## config.mk

```make
export PLATFORM = sky130hd
export DESIGN_NAME = ahb_lite_req_sched
export DESIGN_NICKNAME = d
export VERILOG_FILES = /design/src/rtl/ahb_lite_req_sched.sv
export SDC_FILE = /design/constraint.sdc
export NUM_CORES = 1
export LEC_CHECK = 0
export CAP_MARGIN = 10
export CORE_MARGIN = 2
export CORE_UTILIZATION = 32
export DETAILED_ROUTE_END_ITERATION = 16
export PLACE_DENSITY = 0.69
export SETUP_SLACK_MARGIN = 0.02
export SYNTH_ARGS = -nofsm -noshare
export SYNTH_HDL_FRONTEND = slang
export SYNTH_SLANG_ARGS = --single-unit
```

## constraint.sdc

```tcl
create_clock -name HCLK -period 1.7 [get_ports HCLK]
set_input_delay 0.17 -clock HCLK [delete_from_list [all_inputs] [get_ports HCLK]]
set_output_delay 0.17 -clock HCLK [all_outputs]
set_load 0.01 [all_outputs]
```

## src/rtl/ahb_lite_req_sched.sv

```systemverilog
// ahb_lite_req_sched: two-port round-robin front-end that issues
// single AHB-Lite transfers, one outstanding at a time.
module ahb_lite_req_sched #(
    parameter int ADDR_WIDTH = 32,
    parameter int DATA_WIDTH = 32
) (
    input  logic                    HCLK,
    input  logic                    HRESETn,
    input  logic [1:0]              req_valid,
    output logic [1:0]              req_ready,
    input  logic [1:0]              req_write,
    input  logic [5:0]              req_size,
    input  logic [2*ADDR_WIDTH-1:0] req_addr,
    input  logic [2*DATA_WIDTH-1:0] req_wdata,
    output logic [1:0]              rsp_valid,
    output logic [DATA_WIDTH-1:0]   rsp_rdata,
    output logic                    rsp_err,
    output logic [ADDR_WIDTH-1:0]   HADDR,
    output logic [1:0]              HTRANS,
    output logic                    HWRITE,
    output logic [2:0]              HSIZE,
    output logic [2:0]              HBURST,
    output logic [3:0]              HPROT,
    output logic                    HMASTLOCK,
    output logic [DATA_WIDTH-1:0]   HWDATA,
    input  logic [DATA_WIDTH-1:0]   HRDATA,
    input  logic                    HREADY,
    input  logic                    HRESP
);

    localparam logic [2:0] MAX_SIZE = (DATA_WIDTH == 64) ? 3'd3 : 3'd2;

    typedef enum logic [1:0] {
        S_IDLE,
        S_ADDR,
        S_DATA,
        S_LERR
    } state_t;

    typedef struct packed {
        logic                  write;
        logic [2:0]            size;
        logic [ADDR_WIDTH-1:0] addr;
        logic [DATA_WIDTH-1:0] wdata;
        logic                  owner;
    } cmd_t;

    state_t state_q, state_d;
    cmd_t   cmd_q, sel;

    logic                  last_gnt;
    logic                  gnt_idx;
    logic                  accept;
    logic                  sel_bad;
    logic [ADDR_WIDTH-1:0] align_mask;

    // On a tie the requester that did not win last time is served.
    always_comb begin
        gnt_idx = 1'b0;
        if (&req_valid) begin
            gnt_idx = ~last_gnt;
        end else begin
            gnt_idx = req_valid[1];
        end
    end

    always_comb begin
        sel.write = req_write[gnt_idx];
        sel.size  = gnt_idx ? req_size[5:3] : req_size[2:0];
        sel.addr  = gnt_idx ? req_addr[2*ADDR_WIDTH-1:ADDR_WIDTH]
                            : req_addr[ADDR_WIDTH-1:0];
        sel.wdata = gnt_idx ? req_wdata[2*DATA_WIDTH-1:DATA_WIDTH]
                            : req_wdata[DATA_WIDTH-1:0];
        sel.owner = gnt_idx;
    end

    always_comb begin
        align_mask = ~({ADDR_WIDTH{1'b1}} << sel.size);
        sel_bad    = (sel.size > MAX_SIZE) || (|(sel.addr & align_mask));
    end

    always_ff @(posedge HCLK or negedge HRESETn) begin
        if (!HRESETn) begin
            state_q <= S_IDLE;
        end else begin
            state_q <= state_d;
        end
    end

    always_comb begin
        state_d   = state_q;
        req_ready = 2'b00;
        accept    = 1'b0;
        unique case (state_q)
            S_IDLE: begin
                if (|req_valid) begin
                    accept             = 1'b1;
                    req_ready[gnt_idx] = 1'b1;
                    state_d            = sel_bad ? S_LERR : S_ADDR;
                end
            end
            S_ADDR: begin
                if (HREADY) begin
                    state_d = S_DATA;
                end
            end
            S_DATA: begin
                if (HREADY) begin
                    state_d = S_IDLE;
                end
            end
            S_LERR: begin
                state_d = S_IDLE;
            end
            default: begin
                state_d = S_IDLE;
            end
        endcase
    end

    always_ff @(posedge HCLK or negedge HRESETn) begin
        if (!HRESETn) begin
            cmd_q     <= '0;
            last_gnt  <= 1'b1;
            rsp_valid <= 2'b00;
            rsp_rdata <= '0;
            rsp_err   <= 1'b0;
        end else begin
            rsp_valid <= 2'b00;
            rsp_rdata <= '0;
            rsp_err   <= 1'b0;
            if (accept) begin
                cmd_q    <= sel;
                last_gnt <= gnt_idx;
            end
            if ((state_q == S_DATA) && HREADY) begin
                rsp_valid[cmd_q.owner] <= 1'b1;
                rsp_rdata <= cmd_q.write ? '0 : HRDATA;
                rsp_err   <= HRESP;
            end
            if (state_q == S_LERR) begin
                rsp_valid[cmd_q.owner] <= 1'b1;
                rsp_err <= 1'b1;
            end
        end
    end

    // Address-phase controls stay on the captured command between transfers.
    assign HADDR     = cmd_q.addr;
    assign HWRITE    = cmd_q.write;
    assign HSIZE     = cmd_q.size;
    assign HTRANS    = (state_q == S_ADDR) ? 2'b10 : 2'b00;
    assign HWDATA    = ((state_q == S_DATA) && cmd_q.write) ? cmd_q.wdata : '0;
    assign HBURST    = 3'b000;
    assign HPROT     = 4'b0011;
    assign HMASTLOCK = 1'b0;

endmodule

```

==> out/metrics.cfg <==
[sta]
setup_violations=8
slew_viol_final=0
fin_ws_ns=-0.07042
fin_crit_sh_pct=104.1
finalClockSkew_ns=0.01246
hold_violations=0
timing.fmax_ghz=0.5648
rsz0062_at_grt=true
period_needed_ns=1.770

[global_route]
grt.total_usage_pct=18.26
gr-usage-met2_pct=31.63
grt_pass1_wl_um=23810
met3_usage_pct=5.494
busiest_layer=met2
grt_use_met1_pct=21.31
antenna_found_initial=0
grt_pass1_vias=4584
overflow=0
grt_max_degree=42

[clock_tree]
h-tree-depth=3
cts_tree=built
cts_sinks=107
cts_buffers=9
clk_path_buf_depth=2
clock_latency_ns=0.36
root_buffer=clkbuf_16
clkTransAtPathRegs_ns=0.08

[route]
num_vias=4410
vias_per_cell=4.783
routed_wirelength_um=16390
detail_route.iter0.violations=133
route.detailed.drc=0
wl_per_cell_um=17.77
final_antenna_net_count=0
drt_first_pass_iters=6

[critical_path]
path_max_fanout=8
crit_buf_inv=4
cp.required_ns=1.53
critPathCaptureType=primary output
reg2reg_to=cmd_q[0]
slowest_delay_ns=0.40
critPathLaunchType=flop
crit_chain=and3b_2 -> buf_6 -> buf_16 -> buf_6 -> and2_4 -> buf_6
cp_slowest_cell=dfrtp_1
regToRegSetupSlack_ns=0.01
worstRegToRegCells=6
crit_type=flop to primary output
crit_top_cell=buf_6
reg2reg_from=state_q[0]
startpoint=state_q[1]
crit_arrival_ns=1.60
critPathTopFamily=buffers and inverters

[placed_design]
hpwl_um=11510
preCtsSetupSlack_ns=-0.2355
gp_congestion=0.7817
placed_area_sq_um=7880
dp_cells=892
port_buffers=279

[synthesis]
yosys.area.top_type=dfrtp_1
synth.distinct_cells=29
synth_top_area_share_pct=51.91
synth_most_common_cell=dfrtp_1
yosys-top-cells-area=dfrtp_1, and2_1, a221o_1
synthArstFlopShare_pct=100.0
synth_area_sq_um=5110
synth.yosys.seq_area_share_pct=52.42
synthCells=448
yosysWarnings=0
avgSynthCellArea_sq_um=11.41
ys_ff_latch=107
synth_flop_cell=dfrtp_1
synth-edff-count=0
ys_top_cells_by_count=dfrtp_1, and2_1, o21ai_0, buf_4, o21a_1

[hold_path]
hp-class=primary input to async pin

[power]
power_frac_comb_pct=50.7
total_leakage_power_uw=0.003823
p_seq_share_pct=31.3
powerDensity_nw_per_um2=1484
p_int_uw=8647
clockPowerShare_pct=18.0
swShare_pct=33.13
power_switching_uw=4284
ir_worst_vdd_mv=0.5824

[status]
failed_checks=setup timing
outcome=finished with violations

[floorplanning]
fp.dieArea_sq_um=17000
die_width_um=130.4
row_count=46
fp.dieH_um=130.4
initial_utilization_pct=32.40
coreArea_sq_um=15770
io_pins=289

[cells_and_area]
area_growth_pct=70.57
diodes=0
drive_gt1_share_pct=21.10
num-nets-final=875
fin_cells=922
design_area_sq_um=8716

[run]
drv_cap=0

## final cells by class
class | count | area [sq um]
well taps | 216 | 270.3
flip-flops and latches | 107 | 2679
inverters | 1 | 3.754
clock inverters | 7 | 107.6
fillers | 1339 | 7054
multi-input cells | 267 | 2103
repair buffers | 315 | 3327
clock buffers | 9 | 225.2
## stage by stage
stage               setup TNS (ns)  util, %  hold WS [ns]  power (uW)
global placement            -9.319    49.97        0.1216        9328
floorplan                        0        -       -0.1256        7343
global route                -2.175    55.27        0.3245       13710
CTS                        -0.3407    53.30        0.2990       12350
detailed placement          -11.92    49.97        0.1240        9517
finish                     -0.2144    55.27        0.2935       12930
## registers in the layout, summed over array words and instances (netlist names)
register and count:
rsp_valid 2, HADDR 32, rsp_err 1, rsp_rdata 32, last_gnt 1, state_q 2, cmd_q 33, HSIZE 3
HWRITE 1
## power by group through the flow
| stage | combinational, uW | clock (uW) | sequential (uW) |
|---|---|---|---|
| 6_report | 6550 | 2330 | 4040 |
| 5_1_grt | 7040 | 2500 | 4170 |
| 4_1_cts | 5910 | 2400 | 4040 |
| 3_5_place_dp | 5460 | 0 | 4060 |
| 3_3_place_gp | 5330 | 0 | 4000 |
| 2_1_floorplan | 3340 | 0 | 4000 |
## repair_timing
item,4_1_cts,5_1_grt
resized for setup,209,74
cloned,2,4
pin swaps,19,26
hold buffers,1,0
buffers inserted,5,3
setup endpoints to repair,105,98
hold endpoints to repair,24,0
## how the worst max path moves through the flow
stage                   end  slack, ns  depth (start not counted)
2_1_floorplan     cmd_q[14]       0.14                          6
5_1_grt           HWDATA[6]      -0.13                          6
3_3_place_gp   req_ready[1]      -0.18                          4
3_5_place_dp      cmd_q[13]      -0.24                          5
6_report          HWDATA[6]      -0.07                          6
4_1_cts           HWDATA[6]      -0.09                          6
## routing by layer
layer | share of wire (%) | vias to the layer above
met5 | 0 | -
met4 | 2.3 | 0
met3 | 7.8 | 24
met2 | 52 | 195
met1 | 38 | 2153
li1 | - | 2038
## cell families after synthesis
| group | share of synthesized area, % |
|---|---|
| AO/OA/AOI/OAI | 20.45 |
| other | 0.1470 |
| multiplexers | 6.268 |
| AND/OR/NAND/NOR | 9.745 |
| buffers and inverters | 10.97 |
| flip-flops | 52.42 |
## cells in the final DEF (no fill, tap or decap), drive strengths merged
cell	Yosys	final
nor3	1	1
dfstp	1	1
o21ai	65	65
nor2b	2	2
dlygate4sd3	0	1
o21a	37	37
and3b	1	1
nor2	2	2
clkdlybuf4s50	0	243
and2	65	65
or3	2	2
nand2b	1	1
a21oi	2	2
o32ai	1	1
clkbuf	18	13
clkinv	0	2
mux2i	32	32
dlygate4sd2	0	1
bufinv	0	2
a21o	4	4
a21boi	1	1
a21bo	1	1
or2	2	2
inv	1	4
buf	62	66
a211oi	2	2
dfrtp	106	106
conb	2	9
and4bb	1	1
a221o	36	36
Note: power is estimated with default switching activity, not from simulation.
